[config.mk]
export PLATFORM = sky130hd
export DESIGN_NAME = wavelet_accelerator_sequencer
export DESIGN_NICKNAME = d
export VERILOG_FILES = /design/src/rtl/wavelet_accelerator_sequencer.sv
export SDC_FILE = /design/constraint.sdc
export NUM_CORES = 1
export LEC_CHECK = 0
export ABC_AREA = 1
export CORE_ASPECT_RATIO = 0.6
export CORE_MARGIN = 5
export CORE_UTILIZATION = 43
export DETAILED_ROUTE_END_ITERATION = 16
export GPL_TIMING_DRIVEN = 0
export PLACE_DENSITY = 0.84
export SLEW_MARGIN = 20
export SYNTH_ARGS = -nofsm -noshare
export SYNTH_HDL_FRONTEND = slang
export SYNTH_SLANG_ARGS = --single-unit
[constraint.sdc]
create_clock -name clk -period 2.07 [get_ports clk]
set_clock_uncertainty 0.15 [all_clocks]
set_input_delay 0.5175 -clock clk [delete_from_list [all_inputs] [get_ports clk]]
set_output_delay 0.5175 -clock clk [all_outputs]
set_load 0.01 [all_outputs]
[src/rtl/wavelet_accelerator_sequencer.sv]
// wavelet_accelerator_sequencer
//
// Control sequencer for a multi-level discrete wavelet transform engine.
// It loads filter coefficients on request, then streams sample reads
// into the datapath level by level, issuing a downsampled (odd-index)
// result write PIPE_LAT cycles after each odd read. It signals completion
// to the host.
//
// Parameters:
//   ADDR_WIDTH - sample address width
//   PIPE_LAT   - cycles from src_rd_en to datapath result valid (1..7)
//
// Ports:
//   clk, rst                 - clock (rising edge), synchronous active-low reset
//   core_init / core_go      - host requests: load coefficients / run decomposition
//   core_r_addr_rst          - host read-pointer reset (no effect on sequencing)
//   core_inputs_len          - length code: 64 << code samples
//   core_dec_level           - number of decomposition levels minus one
//   core_filter_size         - number of coefficients to load
//   dp_ready                 - datapath accepts a sample this cycle
//   core_clear_init/_go      - one-cycle completion pulses
//   core_r_data_available    - results readable (DONE state)
//   coef_load, coef_idx      - coefficient write strobe and index
//   src_rd_en, src_addr      - sample read strobe and address
//   dst_wr_en, dst_addr      - result write strobe and address
//   level                    - current decomposition level
//   busy                     - high in COEF, RUN, DRAIN, NEXT
//   cycle_count              - busy-cycle counter
//
// Optional feature: define WAVELET_SEQ_CYCLE_CNT_EN to build the busy-cycle
// counter; without it cycle_count is tied to zero.

module wavelet_accelerator_sequencer #(
  parameter int ADDR_WIDTH = 10,
  parameter int PIPE_LAT   = 2
) (
  input  logic                  clk,
  input  logic                  rst,
  input  logic                  core_init,
  input  logic                  core_go,
  input  logic                  core_r_addr_rst,
  input  logic [1:0]            core_inputs_len,
  input  logic [1:0]            core_dec_level,
  input  logic [4:0]            core_filter_size,
  input  logic                  dp_ready,
  output logic                  core_clear_init,
  output logic                  core_clear_go,
  output logic                  core_r_data_available,
  output logic                  coef_load,
  output logic [4:0]            coef_idx,
  output logic                  src_rd_en,
  output logic [ADDR_WIDTH-1:0] src_addr,
  output logic                  dst_wr_en,
  output logic [ADDR_WIDTH-1:0] dst_addr,
  output logic [1:0]            level,
  output logic                  busy,
  output logic [31:0]           cycle_count
);

  // One extra bit so the read counter can represent a full-length level.
  localparam int CW = ADDR_WIDTH + 1;

  typedef enum logic [2:0] {
    IDLE  = 3'd0,
    COEF  = 3'd1,
    ARMED = 3'd2,
    RUN   = 3'd3,
    DRAIN = 3'd4,
    NEXT  = 3'd5,
    DONE  = 3'd6
  } state_t;

  state_t                state_q, state_d;
  logic [4:0]            coef_cnt;
  logic [4:0]            fs_q;
  logic [1:0]            len_q;
  logic [1:0]            dec_q;
  logic [1:0]            level_q;
  logic [CW-1:0]         rd_cnt;
  logic [ADDR_WIDTH-1:0] wr_cnt;
  logic [PIPE_LAT-1:0]   pipe;

  logic [CW-1:0]         n_total;
  logic [CW-1:0]         n_level;
  logic [CW-1:0]         last_rd;
  logic [CW-1:0]         last_wr;
  logic                  last_write_now;
  logic                  start_coef;
  logic                  start_run;
  logic                  next_level;

  // The host read-pointer reset belongs to the result buffer, not here.
  logic unused_addr_rst;
  assign unused_addr_rst = core_r_addr_rst;

  // Samples in the current level: full length halves at each level.
  assign n_total = CW'(64) << len_q;
  assign n_level = n_total >> level_q;
  assign last_rd = n_level - CW'(1);
  assign last_wr = (n_level >> 1) - CW'(1);

  // Delay line tail is the write strobe; it only ever carries odd reads.
  assign dst_wr_en      = pipe[PIPE_LAT-1];
  assign dst_addr       = wr_cnt;
  assign last_write_now = dst_wr_en && ({1'b0, wr_cnt} == last_wr);

  assign level                 = level_q;
  assign busy                  = (state_q == COEF) || (state_q == RUN) ||
                                 (state_q == DRAIN) || (state_q == NEXT);
  assign core_r_data_available = (state_q == DONE);

  always_ff @(posedge clk) begin
    if (!rst) begin
      state_q <= IDLE;
    end else begin
      state_q <= state_d;
    end
  end

  always_comb begin
    state_d         = state_q;
    coef_load       = 1'b0;
    coef_idx        = '0;
    core_clear_init = 1'b0;
    core_clear_go   = 1'b0;
    src_rd_en       = 1'b0;
    src_addr        = '0;
    start_coef      = 1'b0;
    start_run       = 1'b0;
    next_level      = 1'b0;
    case (state_q)
      IDLE: begin
        if (core_init) begin
          state_d    = COEF;
          start_coef = 1'b1;
        end
      end
      ARMED, DONE: begin
        // A coefficient reload takes priority over a run request.
        if (core_init) begin
          state_d    = COEF;
          start_coef = 1'b1;
        end else if (core_go) begin
          state_d   = RUN;
          start_run = 1'b1;
        end
      end
      COEF: begin
        // After the final index, one extra cycle carries the done pulse.
        if (coef_cnt < fs_q) begin
          coef_load = 1'b1;
          coef_idx  = coef_cnt;
        end else begin
          core_clear_init = 1'b1;
          state_d         = ARMED;
        end
      end
      RUN: begin
        src_rd_en = dp_ready;
        src_addr  = rd_cnt[ADDR_WIDTH-1:0];
        if (dp_ready && (rd_cnt == last_rd)) begin
          state_d = DRAIN;
        end
      end
      DRAIN: begin
        if (last_write_now) begin
          state_d = NEXT;
        end
      end
      NEXT: begin
        if (level_q == dec_q) begin
          core_clear_go = 1'b1;
          state_d       = DONE;
        end else begin
          next_level = 1'b1;
          state_d    = RUN;
        end
      end
      default: state_d = IDLE;
    endcase
  end

  always_ff @(posedge clk) begin
    if (!rst) begin
      coef_cnt <= '0;
      fs_q     <= '0;
      len_q    <= '0;
      dec_q    <= '0;
      level_q  <= '0;
      rd_cnt   <= '0;
      wr_cnt   <= '0;
    end else begin
      if (start_coef) begin
        coef_cnt <= '0;
        fs_q     <= core_filter_size;
      end else if (coef_load) begin
        coef_cnt <= coef_cnt + 5'd1;
      end

      // Configuration is captured only at run start and held until DONE.
      if (start_run) begin
        len_q   <= core_inputs_len;
        dec_q   <= core_dec_level;
        level_q <= '0;
        rd_cnt  <= '0;
        wr_cnt  <= '0;
      end else if (next_level) begin
        level_q <= level_q + 2'd1;
        rd_cnt  <= '0;
        wr_cnt  <= '0;
      end else begin
        if (src_rd_en) begin
          rd_cnt <= rd_cnt + CW'(1);
        end
        if (dst_wr_en) begin
          wr_cnt <= wr_cnt + ADDR_WIDTH'(1);
        end
      end
    end
  end

  // Odd-index reads enter the delay line so that only every second
  // sample produces a result write.
  always_ff @(posedge clk) begin
    if (!rst) begin
      pipe <= '0;
    end else begin
      pipe[0] <= src_rd_en & rd_cnt[0];
      for (int i = 1; i < PIPE_LAT; i++) begin
        pipe[i] <= pipe[i-1];
      end
    end
  end

`ifdef WAVELET_SEQ_CYCLE_CNT_EN
  logic [31:0] cyc_q;

  always_ff @(posedge clk) begin
    if (!rst) begin
      cyc_q <= '0;
    end else if (start_run) begin
      cyc_q <= '0;
    end else if (busy && (cyc_q != 32'hFFFF_FFFF)) begin
      cyc_q <= cyc_q + 32'd1;
    end
  end

  assign cycle_count = cyc_q;
`else
  assign cycle_count = '0;
`endif

endmodule

==> impl_metrics.env <==
export IMPL_initial_utilization=0.4429
export IMPL_power_total_w=0.002692
export IMPL_synth_fa_ha_area_frac=0.03699
export IMPL_synth_compound_area_frac=0.1031
export IMPL_grt_max_degree=14
export IMPL_fin_nets=551
export IMPL_r2r_end="state_q[1]"
export IMPL_setup_slack_ps=-413.0
export IMPL_synth_top_family_by_area="simple AND/OR/NAND/NOR gates"
export IMPL_drt_iter0_markers=352
export IMPL_r2r_start="len_q[1]"
export IMPL_yosys_warnings=0
export IMPL_antenna_found_initial=0
export IMPL_ir_drop_mv=0.3941
export IMPL_synthMuxAreaShare=0.003699
export IMPL_pre_cts_slack_ps=-691.9
export IMPL_ys_flop_type="dfxtp_1"
export IMPL_clockRootBuffer="clkbuf_8"
export IMPL_die_w_um=112.4
export IMPL_grt_first_pass_wirelength_mm=13.14
export IMPL_io_pins=81
export IMPL_hold_viol_final=0
export IMPL_diodes=0
export IMPL_rows=22
export IMPL_r2r_slack_ps=-410
export IMPL_dr_total_vias=3114
export IMPL_violations="setup timing"
export IMPL_power_leakage_nw=1.854
export IMPL_critPathCaptureType="flip-flop"
export IMPL_cts_buffers_inserted=5
export IMPL_synthCells=410
export IMPL_cp_required_ps=2160
export IMPL_fin_crit_ps=2483
export IMPL_report_final_slew_viol_count=0
export IMPL_drt_first_pass_iters=6
export IMPL_synth_yosys_seq_area_share=0.3107
export IMPL_synth_top_cell_area_share=0.3107
export IMPL_final_common_cell="nand2_1"
export IMPL_grt_pass1_vias=2831
export IMPL_dieHeight_um=71.45
export IMPL_overflow=0
export IMPL_hold_path_startpoint="pipe[0]"
export IMPL_reg2reg_depth=19
export IMPL_grt_usage=0.2002
export IMPL_synth_cell_types=35
export IMPL_place_area_mm2=0.003420
export IMPL_rsz0062_at_grt="yes"
export IMPL_die_area_mm2=0.008032
export IMPL_whs_endpoint="pipe[1]"
export IMPL_crit_type="reg2reg"
export IMPL_start_kind="flip-flop"
export IMPL_avgViaCountPerCell=5.080
export IMPL_async_flop_share=0
export IMPL_core_mm2=0.006111
export IMPL_min_path_cells=2
export IMPL_layout_drive_gt1_share=0.3289
export IMPL_synth_avg_cell_area_um2=6.601
export IMPL_clk_latency_ps=310
export IMPL_outcome="complete, but fails checks"
export IMPL_seqCellArea_um2=864.6
export IMPL_synth_edf_count=0
export IMPL_portBuffers=47
export IMPL_drc=0
export IMPL_place_congestion=0.9322
export IMPL_worst_path_max_fanout=4
export IMPL_synth_xor_area_share=0.03236
export IMPL_finalCritPeriodShare=1.200
export IMPL_post_route_util=0.6462
export IMPL_multi_input_area_mm2=0.001698
export IMPL_n_fill_cell=469
export IMPL_clock_fmax_ghz=0.4027
export IMPL_routedWlPerCell_um=14.81
export IMPL_clockBufferDepth=2
export IMPL_placedCellCount=572
export IMPL_clk_pin_slew_ps=90
export IMPL_routed_wirelength_mm=9.081
export IMPL_dp_hpwl_mm=5.721
export IMPL_arrival_ps=2580
export IMPL_yosys_area_top_type="dfxtp_1"
export IMPL_ys_ff_latch=42
export IMPL_cts_tree="built"
export IMPL_hp_class="reg2reg"
export IMPL_layout_common_cells="65 x nand2_1, 61 x buf_4, 54 x nor2_1, 44 x inv_1, 32 x conb_1"
export IMPL_cts_sinks=42
export IMPL_p_per_area_mw_per_mm2=681.8
export IMPL_finalSetupViolCount=13
export IMPL_ant_nets=0
export IMPL_stdcell_count=613
export IMPL_area_delta_synth_final_pct=45.91
export IMPL_syn_cell_area_mm2=0.002706
export IMPL_yosys_area_share_simple=0.3306
export IMPL_cap_violations=0
export IMPL_fin_area_mm2=0.003949
export IMPL_synth_area_top_cells="dfxtp_1 31%, nand2_1 9.8%, buf_4 8.9%, nor2_1 8.9%, inv_1 7.5%"
export IMPL_htreeDepth=2
-- area by class of cell --
type,count,area share
Timing Repair Buffer,81,0.1702
Buffer,36,0.06686
Clock inverter,2,0.002535
Multi-Input combinational cell,301,0.4300
Inverter,61,0.06115
Tap cell,84,0.02662
Clock buffer,6,0.02376
Sequential cell,42,0.2189
-- report_power, final --
part           internal (W)  leakage, nW  switching, W
clock network      0.000307       0.0561      0.000314
logic              0.000490         1.45      0.000636
registers          0.000876        0.346     0.0000693
total               0.00167         1.85       0.00102
-- repair_timing --
item,CTS,global route
cloned,0,1
setup buffers,22,15
endpoints found under the setup margin,25,52
resized for setup,130,32
hold buffers,0,0
pin swaps,21,20
-- metrics by stage --
step	TNS, ps	hold WS [ps]
2_1_floorplan	0	240.5
3_3_place_gp	-11380	274.0
3_5_place_dp	-13470	283.2
4_1_cts	-2624	291.9
5_1_grt	-5434	297.9
6_report	-3553	288.8
-- per-layer routing --
metal / wire, um / track usage / vias to the layer above
li1: - / - / 1480
met2: 4217 / 0.3353 / 207
met3: 947 / 0.05654 / 36
met4: 291 / 0.06533 / 0
met5: 0 / 0 / -
met1: 3625 / 0.2512 / 1391
-- flip-flops by register name (all words and copies together), names as in the netlist --
signal and cells:
rd_cnt 11, dst_addr 10, coef_cnt 5, fs_q 5, state_q 3, dec_q 2, len_q 2, level 2
pipe 2
-- logic make-up (layout without fill, tap and decap cells) --
kind of cell | after synthesis | after routing
adder cells (fa/ha/maj) | 8 | 8
AND/OR/NAND/NOR | 197 | 197
AO/OA/AOI/OAI | 53 | 53
flip-flops | 42 | 42
other | 1 | 32
buffers and inverters | 98 | 186
multiplexers | 1 | 1
XOR/XNOR | 10 | 10
-- cell usage after synthesis, types with 2 or more instances --
master    number
clkbuf_1       3
xor2_1         8
buf_2          2
a21oi_1       26
o21ai_1        2
nor2_1        64
nand2_1       71
buf_4         32
ha_1           8
o21ai_0       20
nand4_1       10
xnor2_1        2
dfxtp_1       42
nand3_2        4
nor3_1         7
inv_2          6
nor2_2         4
nand2_2        9
nand3_1       20
nand3b_1       2
inv_1         54
-- worst max-delay path by stage --
stage,depth (start not counted),end,startpoint,slack (ps)
6_report,19,state_q[1],len_q[1],-410
5_1_grt,19,state_q[0],len_q[1],-610
4_1_cts,6,coef_idx[4],coef_cnt[4],-250
3_5_place_dp,7,coef_idx[2],fs_q[4],-690
3_3_place_gp,7,coef_idx[2],fs_q[4],-630
2_1_floorplan,17,state_q[2],level[1],0.6
-- critical path: stages, from the launching register on --
cell and delay (ps):
dfxtp_2 350, inv_2 80, nand2_4 80, inv_6 80, nand3_4 70, ha_4 280
inv_2 40, nand2_1 50, nand2_1 70, nor2_2 90, nand3_1 90, nor2_1 120
nand3_1 90, nor2_1 150, nand4_1 190, nand2_2 140, nand3_2 100, nand2_1 80
inv_1 40, nor2_1 70
No activity file was read; power rests on OpenSTA's default activity.
